### src/rtl/lsu_pkg.sv
// ============================================================================
// Module      : lsu_pkg
// Description : Shared region map, load-size encodings and router defaults
//               for the LSU read router.
// Revision    : 1.0 - initial release
// ============================================================================
`default_nettype none

package lsu_pkg;

    localparam int c_num_map = 3;
    localparam int c_map_aw  = 16;

    // Region k matches when (addr & c_mask[k]) == c_base[k]; element 0 is the highest priority.
    localparam logic [c_num_map-1:0][c_map_aw-1:0] c_base = {16'h7800, 16'h7000, 16'h2000};
    localparam logic [c_num_map-1:0][c_map_aw-1:0] c_mask = {16'hFFE0, 16'hFFC0, 16'hE000};

    localparam int c_timeout_cyc = 15;

    typedef enum logic [2:0] {
        LS_LB  = 3'b000,
        LS_LH  = 3'b001,
        LS_LW  = 3'b010,
        LS_LBU = 3'b100,
        LS_LHU = 3'b101
    } ld_size_e;

    typedef enum logic [1:0] {
        ST_IDLE = 2'd0,
        ST_WAIT = 2'd1,
        ST_RESP = 2'd2
    } rtr_state_e;

    // Accepts only defined funct3 codes with natural alignment.
    function automatic logic ld_size_ok(input logic [2:0] size, input logic [1:0] lsb);
        logic ok;
        ok = 1'b0;
        case (size)
            LS_LB, LS_LBU: ok = 1'b1;
            LS_LH, LS_LHU: ok = ~lsb[0];
            LS_LW:         ok = (lsb == 2'b00);
            default:       ok = 1'b0;
        endcase
        return ok;
    endfunction

endpackage

`default_nettype wire

### src/rtl/lsu_load_align.sv
// ============================================================================
// Module      : lsu_load_align
// Description : Combinational byte/half extraction and sign/zero extension
//               of a read word according to the RISC-V load size.
// Revision    : 1.0 - initial release
// ============================================================================
`default_nettype none

module lsu_load_align
    import lsu_pkg::*;
#(
    parameter int DATA_W = 32
) (
    input  logic [DATA_W-1:0] i_word,
    input  logic [1:0]        i_addr_lo,
    input  logic [2:0]        i_size,
    output logic [DATA_W-1:0] o_data
);

    logic [DATA_W-1:0] w_byte_sh;
    logic [DATA_W-1:0] w_half_sh;
    logic [7:0]        w_byte;
    logic [15:0]       w_half;

    assign w_byte_sh = i_word >> {i_addr_lo, 3'b000};
    assign w_half_sh = i_word >> {i_addr_lo[1], 4'b0000};
    assign w_byte    = w_byte_sh[7:0];
    assign w_half    = w_half_sh[15:0];

    always_comb begin
        o_data = '0;
        case (i_size)
            LS_LB:   o_data = {{(DATA_W-8){w_byte[7]}}, w_byte};
            LS_LBU:  o_data = {{(DATA_W-8){1'b0}}, w_byte};
            LS_LH:   o_data = {{(DATA_W-16){w_half[15]}}, w_half};
            LS_LHU:  o_data = {{(DATA_W-16){1'b0}}, w_half};
            LS_LW:   o_data = i_word;
            default: o_data = '0;
        endcase
    end

endmodule

`default_nettype wire

### src/rtl/lsu_rd_router.sv
// ============================================================================
// Module      : lsu_rd_router
// Description : Routes single LSU loads to one of several mapped read regions,
//               aligns the returned data and reports decode/timeout errors.
// Revision    : 1.0 - initial release
// ============================================================================
`default_nettype none

module lsu_rd_router
    import lsu_pkg::*;
#(
    parameter int ADDR_W      = 16,
    parameter int DATA_W      = 32,
    parameter int NUM_REG     = 3,
    parameter int TIMEOUT_CYC = c_timeout_cyc
) (
    input  logic                      i_clk,
    input  logic                      i_reset,
    input  logic                      i_req_valid,
    output logic                      o_req_ready,
    input  logic [ADDR_W-1:0]         i_req_addr,
    input  logic [2:0]                i_req_size,
    output logic [NUM_REG-1:0]        o_rd_en,
    output logic [ADDR_W-1:0]         o_rd_addr,
    input  logic [NUM_REG*DATA_W-1:0] i_rd_data,
    input  logic [NUM_REG-1:0]        i_rd_valid,
    output logic                      o_rsp_valid,
    input  logic                      i_rsp_ready,
    output logic [DATA_W-1:0]         o_rsp_data,
    output logic                      o_rsp_err
);

    localparam int c_cnt_w = $clog2(TIMEOUT_CYC + 1);

    rtr_state_e                r_state;
    rtr_state_e                w_state_nxt;
    logic [NUM_REG-1:0]        w_hit;
    logic [NUM_REG-1:0]        w_sel_oh;
    logic                      w_legal;
    logic [NUM_REG-1:0]        r_sel;
    logic [2:0]                r_size;
    logic [c_cnt_w-1:0]        r_cnt;
    logic [ADDR_W-1:0]         r_rd_addr;
    logic                      r_rsp_valid;
    logic [DATA_W-1:0]         r_rsp_data;
    logic                      r_rsp_err;
    logic                      w_sel_valid;
    logic                      w_timeout;
    logic [NUM_REG:0][DATA_W-1:0] w_or;
    logic [DATA_W-1:0]         w_aligned;

    genvar k;
    generate
        for (k = 0; k < NUM_REG; k++) begin : g_region
            if (k < c_num_map) begin : g_map
                assign w_hit[k] = ((i_req_addr & ADDR_W'(c_mask[k])) == ADDR_W'(c_base[k]));
            end else begin : g_unmapped
                assign w_hit[k] = 1'b0;
            end
            // One-hot select makes the read-data mux a plain AND-OR tree.
            assign w_or[k+1] = w_or[k] | (i_rd_data[k*DATA_W +: DATA_W] & {DATA_W{r_sel[k]}});
        end
    endgenerate

    assign w_or[0]  = '0;
    // Isolate the lowest set bit so the lowest-numbered region wins on overlap.
    assign w_sel_oh = w_hit & (~w_hit + NUM_REG'(1));
    assign w_legal  = (|w_hit) && ld_size_ok(i_req_size, i_req_addr[1:0]);

    assign w_sel_valid = |(i_rd_valid & r_sel);
    assign w_timeout   = (r_cnt == c_cnt_w'(TIMEOUT_CYC - 1));

    lsu_load_align #(
        .DATA_W (DATA_W)
    ) u_align (
        .i_word    (w_or[NUM_REG]),
        .i_addr_lo (r_rd_addr[1:0]),
        .i_size    (r_size),
        .o_data    (w_aligned)
    );

    always_ff @(posedge i_clk or posedge i_reset) begin
        if (i_reset) begin
            r_state <= ST_IDLE;
        end else begin
            r_state <= w_state_nxt;
        end
    end

    always_comb begin
        w_state_nxt = r_state;
        case (r_state)
            ST_IDLE: begin
                if (i_req_valid) begin
                    w_state_nxt = w_legal ? ST_WAIT : ST_RESP;
                end
            end
            ST_WAIT: begin
                if (w_sel_valid || w_timeout) begin
                    w_state_nxt = ST_RESP;
                end
            end
            ST_RESP: begin
                if (i_rsp_ready) begin
                    w_state_nxt = ST_IDLE;
                end
            end
            default: w_state_nxt = ST_IDLE;
        endcase
    end

    always_ff @(posedge i_clk or posedge i_reset) begin
        if (i_reset) begin
            r_sel       <= '0;
            r_size      <= '0;
            r_cnt       <= '0;
            r_rd_addr   <= '0;
            r_rsp_valid <= 1'b0;
            r_rsp_data  <= '0;
            r_rsp_err   <= 1'b0;
        end else begin
            case (r_state)
                ST_IDLE: begin
                    if (i_req_valid) begin
                        r_rd_addr <= i_req_addr;
                        r_size    <= i_req_size;
                        r_sel     <= w_legal ? w_sel_oh : '0;
                        r_cnt     <= '0;
                        if (!w_legal) begin
                            r_rsp_valid <= 1'b1;
                            r_rsp_err   <= 1'b1;
                            r_rsp_data  <= '0;
                        end
                    end
                end
                ST_WAIT: begin
                    r_cnt <= r_cnt + c_cnt_w'(1);
                    // Valid data takes precedence over a timeout in the same cycle.
                    if (w_sel_valid) begin
                        r_rsp_valid <= 1'b1;
                        r_rsp_err   <= 1'b0;
                        r_rsp_data  <= w_aligned;
                    end else if (w_timeout) begin
                        r_rsp_valid <= 1'b1;
                        r_rsp_err   <= 1'b1;
                        r_rsp_data  <= '0;
                    end
                end
                ST_RESP: begin
                    if (i_rsp_ready) begin
                        r_rsp_valid <= 1'b0;
                    end
                end
                default: r_rsp_valid <= 1'b0;
            endcase
        end
    end

    assign o_req_ready = (r_state == ST_IDLE);
    assign o_rd_en     = (r_state == ST_WAIT) ? r_sel : '0;
    assign o_rd_addr   = r_rd_addr;
    assign o_rsp_valid = r_rsp_valid;
    assign o_rsp_data  = r_rsp_data;
    assign o_rsp_err   = r_rsp_err;

endmodule

`default_nettype wire

### config.mk
export PLATFORM = sky130hd
export DESIGN_NAME = lsu_rd_router
export DESIGN_NICKNAME = d
export VERILOG_FILES = /design/src/rtl/lsu_pkg.sv /design/src/rtl/lsu_load_align.sv /design/src/rtl/lsu_rd_router.sv
export SDC_FILE = /design/constraint.sdc
export NUM_CORES = 1
export LEC_CHECK = 0
export CORE_MARGIN = 2
export CORE_UTILIZATION = 35
export CTS_CLUSTER_DIAMETER = 120
export DETAILED_ROUTE_END_ITERATION = 6
export GPL_TIMING_DRIVEN = 0
export PLACE_DENSITY = 0.7
export SETUP_SLACK_MARGIN = 0.2
export SLEW_MARGIN = 20
export SYNTH_ARGS = -nofsm -noshare
export SYNTH_HDL_FRONTEND = slang
export SYNTH_HIERARCHICAL = 1
export SYNTH_SLANG_ARGS = --single-unit
### constraint.sdc
create_clock -name i_clk -period 3.9 [get_ports i_clk]
set_input_delay 0.39 -clock i_clk [delete_from_list [all_inputs] [get_ports i_clk]]
set_output_delay 0.39 -clock i_clk [all_outputs]
set_load 0.005 [all_outputs]
==> reports/metrics.cfg, run 1 <==
[route]
ant_nets = 0
wl_per_cell_um = 19.18
via_count = 3866
top_layer_used = met4
drt-initial-drc-count = 389
dr.pass1.iters = 6
drcViolationCount = 0
vias_per_cell = 5.515
route.met3.wl_mm = 1.171
met2WireLength_mm = 6.374
wl_met1_mm = 5.683
drt_wl_total_mm = 13.44

[setup_path]
cp_data_arrival_time_ns = 2.91
cp_slowest_stage_delay_ns = 0.50
crit_path_cell_trace = buf_6 -> clkbuf_1 -> a222oi_1 -> inv_1 -> mux2_4 -> a22oi_4 -> buf_6 -> o211ai_1 -> a22o_1
cpMostUsedCell = buf_6
cpLargestDelayFamily = compound AO/OA/AOI/OAI gates
cp.depth = 9
path_buf_inv = 4
reg2reg_slack_ns = 1.22
crit_path_end_kind = flop
criticalPathCategory = flop to flop
critPathSlowestCell = a222oi_1
cp.required_ns = 4.13
timing.rr.start = r_sel[0]
cp-startpoint = r_sel[0]
r2r.worst_path.cells = 9
crit_fanout = 10
r2r-end = o_rsp_data[17]
crit_path_start_kind = flop

[cells_and_area]
multi_input_area_mm2 = 0.001931
register_area_mm2 = 0.001551
diodes = 0
final_common_cell = clkdlybuf4s50_1
stdcell_count = 701
layout_common_cells = clkdlybuf4s50_1 (175), dfrtp_1 (62), inv_1 (34), a222oi_1 (33), a22o_1 (32)
synthToLayoutAreaGrowth_pct = 57.04
fillCellCount = 982
nets = 680
drive_gt1_frac = 0.1248

[synthesis]
synth-warning-count = 6
synth.distinct_cells = 53
yosysSeqAreaShare = 0.4060
async_flop_share = 1.000
syn_avg_cell_area_um2 = 10.36
synth_area_mm2 = 0.003821
syn-num-nets = 493
ys_seq_elements = 62
yosys_most_used_dff = dfrtp_1
synth-edff-count = 0
syn_inst = 369

[timing]
tightest_slew_ns = 0.5702
fin_skew_ns = 0.009371
min_period_over_period = 0.6863
rsz0062_at_grt = false
hold_violations = 0
period_needed_ns = 2.677
max_freq_mhz = 373.6
relSlewSlack = 0.6185
drv_slew = 0
fin_setup_tns_ns = 0
setup_violations = 0

[clocking]
cts.repair.resized = 0
cts_buffer_depth = 2
clk_pin_slew_ns = 0.08
cts_tree = yes
post_cts_buffers = 0
clk_latency_ns = 0.35
numCtsBuffers = 9
htree_num_levels = 3
cts_root_buf = clkbuf_8
ctsHoldBuffers = 0
clkSinkCount = 62

[grt]
grt_pass1_wl_mm = 20.09
grt_max_degree = 48
antenna_found_initial = 0
grt_overflow_total = 0
grt_pass1_vias = 3817
grt_usage = 0.2257

[placement]
placed_cells = 685
port_buffers = 175
hpwl_mm = 10.70
globalplace.congestion = 0.8700

[worst_hold_path]
hold_class = primary input to async pin

[floorplan]
core_area_mm2 = 0.01075
num_rows = 38
die_area_mm2 = 0.01177
die_height_um = 108.5
io_pins = 176
initial_core_util = 0.3556
fp.dieW_um = 108.5

[power]
cellLeakagePower_nw = 2.638
p_per_area_mw_per_mm2 = 366.0
ir_drop_uv = 227.2

[outcome]
status = complete, no violations

[flow_run]
drv_cap = 0

[power breakdown]
part           total, mW  switching, mW  internal (mW)
clock              0.634          0.274          0.360
sequential         0.772         0.0513          0.720
combinational      0.791          0.373          0.418
[worst max-delay path by stage]
stage | slack (ns) | end
after floorplan | 1.76 | o_rsp_data[27]
after global placement | 0.94 | o_rd_addr[2]
after detailed placement | 1.24 | o_rsp_data[28]
after CTS | 1.26 | o_rsp_data[17]
after global routing | 1.12 | o_rsp_data[16]
final | 1.22 | o_rsp_data[17]
[synthesized netlist by cell type (3+ instances only)]
master	instances	area (um2)
buf_6	8	90.09
o211ai_1	17	127.6
mux2i_1	4	40.04
mux2_2	20	225.2
nand3_1	20	100.1
o221ai_1	4	35.03
clkbuf_1	14	52.55
buf_2	10	50.05
dfrtp_1	62	1551
inv_1	35	131.4
o21ai_0	7	35.03
nor2b_1	5	31.28
nand2_1	16	60.06
nand2b_1	4	25.02
a22o_1	32	280.3
a222oi_1	33	330.3
mux2_1	4	45.04
and2_1	4	25.02
nor2_1	11	41.29
a21oi_1	8	40.04
a221o_1	5	50.05
a22oi_1	4	30.03
o21ai_1	3	15.01
[metal layers]
metal | track usage | vias to the layer above
met2 | 0.3781 | 175
met3 | 0.05304 | 18
met5 | 0 | -
met4 | 0.07418 | 0
li1 | - | 1811
met1 | 0.2866 | 1862
[worst reg2reg max path, delay by kind of cell, from the launching register on]
| family | cells | cell delay (ns) |
|---|---|---|
| DFF | 1 | 0.37 |
| buffers and inverters | 4 | 0.68 |
| AOI/OAI and AO/OA | 4 | 1.17 |
| muxes | 1 | 0.31 |
[state kept, by name, summed over array words and instances, names as in the netlist]
name / flops
o_rd_addr: 16
o_rsp_data: 32
o_rsp_err: 1
o_rsp_valid: 1
r_cnt: 4
r_sel: 3
r_size: 3
r_state: 2
[metrics by stage]
stage / hold WS, ns / util / cell area (um2) / setup WS, ns / total power [mW]
finish: 0.3182 / 0.5585 / 6001 / 1.223 / 2.196
floorplan: 0.4739 / - / 3821 / 1.762 / 1.190
detailed placement: 0.4833 / 0.5377 / 5778 / 1.238 / 1.570
global placement: 0.4757 / 0.5349 / 5748 / 0.9359 / 1.553
CTS: 0.3172 / 0.5585 / 6001 / 1.255 / 2.210
global route: 0.3236 / 0.5585 / 6001 / 1.123 / 2.306
[cell type report]
| cell class | count | area share |
|---|---|---|
| plain buffers | 34 | 0.03461 |
| clock buffers | 9 | 0.02064 |
| clock inverters | 7 | 0.01647 |
| inverters | 35 | 0.02231 |
| multi-input cells | 238 | 0.3217 |
| flip-flops and latches | 62 | 0.2585 |
| well taps | 140 | 0.02919 |
| repair buffers | 176 | 0.2965 |
[cell families (layout without fill, tap and decap cells)]
family / count (synthesis) / in the layout / share of synthesized area
muxes: 31 / 31 / 0.09790
xor gates and xnor gates: 2 / 2 / 0.004585
AOI/OAI and AO/OA: 123 / 123 / 0.2793
and+or+nand+nor: 80 / 80 / 0.1169
adders and majority gates: 2 / 2 / 0.006548
DFF: 62 / 62 / 0.4060
buffers and inverters: 69 / 261 / 0.08874
(Power assumes the default switching activity.)
==> inputs of run 2 (changes only) <==
==> constraint.sdc (replaced) <==
create_clock -name i_clk -period 2.6 [get_ports i_clk]
set_input_delay 0.26 -clock i_clk [delete_from_list [all_inputs] [get_ports i_clk]]
set_output_delay 0.26 -clock i_clk [all_outputs]
set_load 0.005 [all_outputs]
==> run 2 against run 1 <==
  * Utilization rose by 3.0 points
  * Sequential share of layout area fell by 1.3 points
  * Wire length rose by 3.5%
  * Cell area rose by 5.4%
  * Largest cell class unchanged
  * Power rose by 53%
==> reports/metrics.cfg, run 2 (same netlist as run 1, synthesis figures left out) <==
[grt]
grt_usage = 0.2312  ; +0.005471
grt_max_degree = 48  ; unchanged
grt_pass1_wl_mm = 20.61  ; +2.6%
grt_overflow_total = 0  ; unchanged
grt_pass1_vias = 3937  ; +3.1%
antenna_found_initial = 0  ; unchanged

[clocking]
clkSinkCount = 62  ; unchanged
cts_root_buf = clkbuf_8
htree_num_levels = 3  ; unchanged
clk_latency_ns = 0.35  ; about the same
cts_tree = yes
clk_pin_slew_ns = 0.08  ; about the same
cts_buffer_depth = 2  ; unchanged
numCtsBuffers = 9  ; unchanged
ctsHoldBuffers = 0  ; unchanged

[timing]
hold_ws_ns = 0.1883  ; -0.1299 ns
min_period_over_period = 0.9459  ; +0.2596
period_needed_ns = 2.459  ; -0.2174 ns
setup_violations = 0  ; unchanged
hold_violations = 0  ; unchanged
max_freq_mhz = 406.6  ; +8.8%
fin_skew_ns = 0.009396  ; +0.00002509 ns
postLayoutSetupSlackWorst_ns = 0.1406  ; -1.083 ns
drv_slew = 0  ; unchanged
fin_setup_tns_ns = 0  ; unchanged
tightest_slew_ns = 0.5856  ; +0.01539 ns
relSlewSlack = 0.6082  ; -0.01030
rsz0062_at_grt = true

[floorplan]
die_height_um = 108.5  ; unchanged
num_rows = 38  ; unchanged
io_pins = 176  ; unchanged
core_area_mm2 = 0.01075  ; unchanged
fp.dieW_um = 108.5  ; unchanged
die_area_mm2 = 0.01177  ; unchanged
initial_core_util = 0.3556  ; unchanged

[cells_and_area]
nets = 702  ; +3.2%
final_common_cell = clkdlybuf4s50_1
fillCellCount = 940  ; -4.3%
largest_reg_flops = 32  ; unchanged
diodes = 0  ; unchanged
drive_gt1_frac = 0.1852  ; +0.06047
layout_common_cells = clkdlybuf4s50_1 (175), dfrtp_1 (62), inv_1 (34), a222oi_1 (33), a22o_1 (32)
synthToLayoutAreaGrowth_pct = 65.46
stdcell_count = 723  ; +3.1%

[route]
dr.pass1.iters = 6  ; unchanged
ant_nets = 0  ; unchanged
drt-initial-drc-count = 381  ; -2.1%
wl_per_cell_um = 19.24  ; +0.33%
drt_wl_total_mm = 13.91  ; +3.5%
via_count = 4012  ; +3.8%
vias_per_cell = 5.549  ; +0.62%
drcViolationCount = 0  ; unchanged

[outcome]
status = complete, no violations

[power]
cellLeakagePower_nw = 2.840  ; +7.7%
p_per_area_mw_per_mm2 = 531.5  ; +45%
design_power_total_mw = 3.360  ; +53%
ir_drop_uv = 340.7  ; +50%

[worst_hold_path]
hold_class = primary input to async pin

[setup_path]
crit_path_end_kind = flop
crit_path_cell_trace = buf_6 -> clkbuf_16 -> a222oi_1 -> inv_1 -> mux2_4 -> a22oi_4 -> buf_12 -> buf_8 -> o211ai_1 -> a22o_1
crit_fanout = 8  ; -2
critPathSlowestCell = a222oi_1
cp.required_ns = 2.83  ; -1.30 ns
crit_path_start_kind = flop
cp_data_arrival_time_ns = 2.69  ; -0.22 ns
criticalPathCategory = flop to flop
cp_slowest_stage_delay_ns = 0.45  ; -0.05 ns

[placement]
globalplace.congestion = 0.8700  ; unchanged
placed_cells = 685  ; unchanged
port_buffers = 175  ; unchanged
hpwl_mm = 10.70  ; unchanged
dp_slack_ns = -0.01323  ; -1.252 ns

[flow_run]
drv_cap = 0  ; unchanged

-- run 2: area by class of cell --
class | count | area (um2) | share of cell area
sequential | 62 | 1551 | 0.2454
tap | 140 | 175.2 | 0.02771
clock inverter | 7 | 98.84 | 0.01563
timing repair buffer | 198 | 1964 | 0.3107
clock buffer | 9 | 123.9 | 0.01959
multi-input combinational | 238 | 1986 | 0.3141
buffer | 34 | 289.0 | 0.04572
inverter | 35 | 133.9 | 0.02118
-- run 2: metal layers --
metal  track usage  wire length, um  up-vias
li1              -                -     1866
met1        0.2911             5773     1954
met2        0.3897             6653      175
met3       0.05184             1255       17
met4       0.08059              227        0
met5             0                0        -
-- run 2: per-stage QoR --
stage	utilization	instance area [um2]
global route	0.5884	6322
CTS	0.5743	6171
detailed placement	0.5377	5778
finish	0.5884	6322
floorplan	-	3821
global placement	0.5349	5748
-- run 2: worst max-delay path, delay by kind of cell (launching register included) --
kind                   cells  cell delay, ns
multiplexers               1            0.30
AO/OA/AOI/OAI              4            1.02
flip-flops                 1            0.37
buffers and inverters      5            0.65
-- run 2: timing repair --
item                                    CTS  global route
resized for setup                        23            22
pin swaps                                 7            18
buffers inserted                          9            11
endpoints found under the hold margin     0             0
endpoints found under the setup margin   26            32
cloned                                    2             0
-- run 2: worst paths after layout --
path	start	end	slack, ns	cells after the start
worst max register to register	r_sel[1]	o_rsp_data[17]	0.14	10
worst min-delay path	i_reset	o_rsp_data[28]	0.19	2
min in group i_clk	o_rd_addr[15]	o_rd_addr[15]	0.50	1
max in group asynchronous	i_reset	r_sel[1]	1.91	3
worst min register to register	o_rd_addr[15]	o_rd_addr[15]	0.50	1
worst max-delay path	r_sel[1]	o_rsp_data[17]	0.14	10
-- run 2: where the power goes --
group | internal, mW | switching (mW)
clock | 0.540 | 0.412
sequential | 1.08 | 0.0788
combinational | 0.663 | 0.586
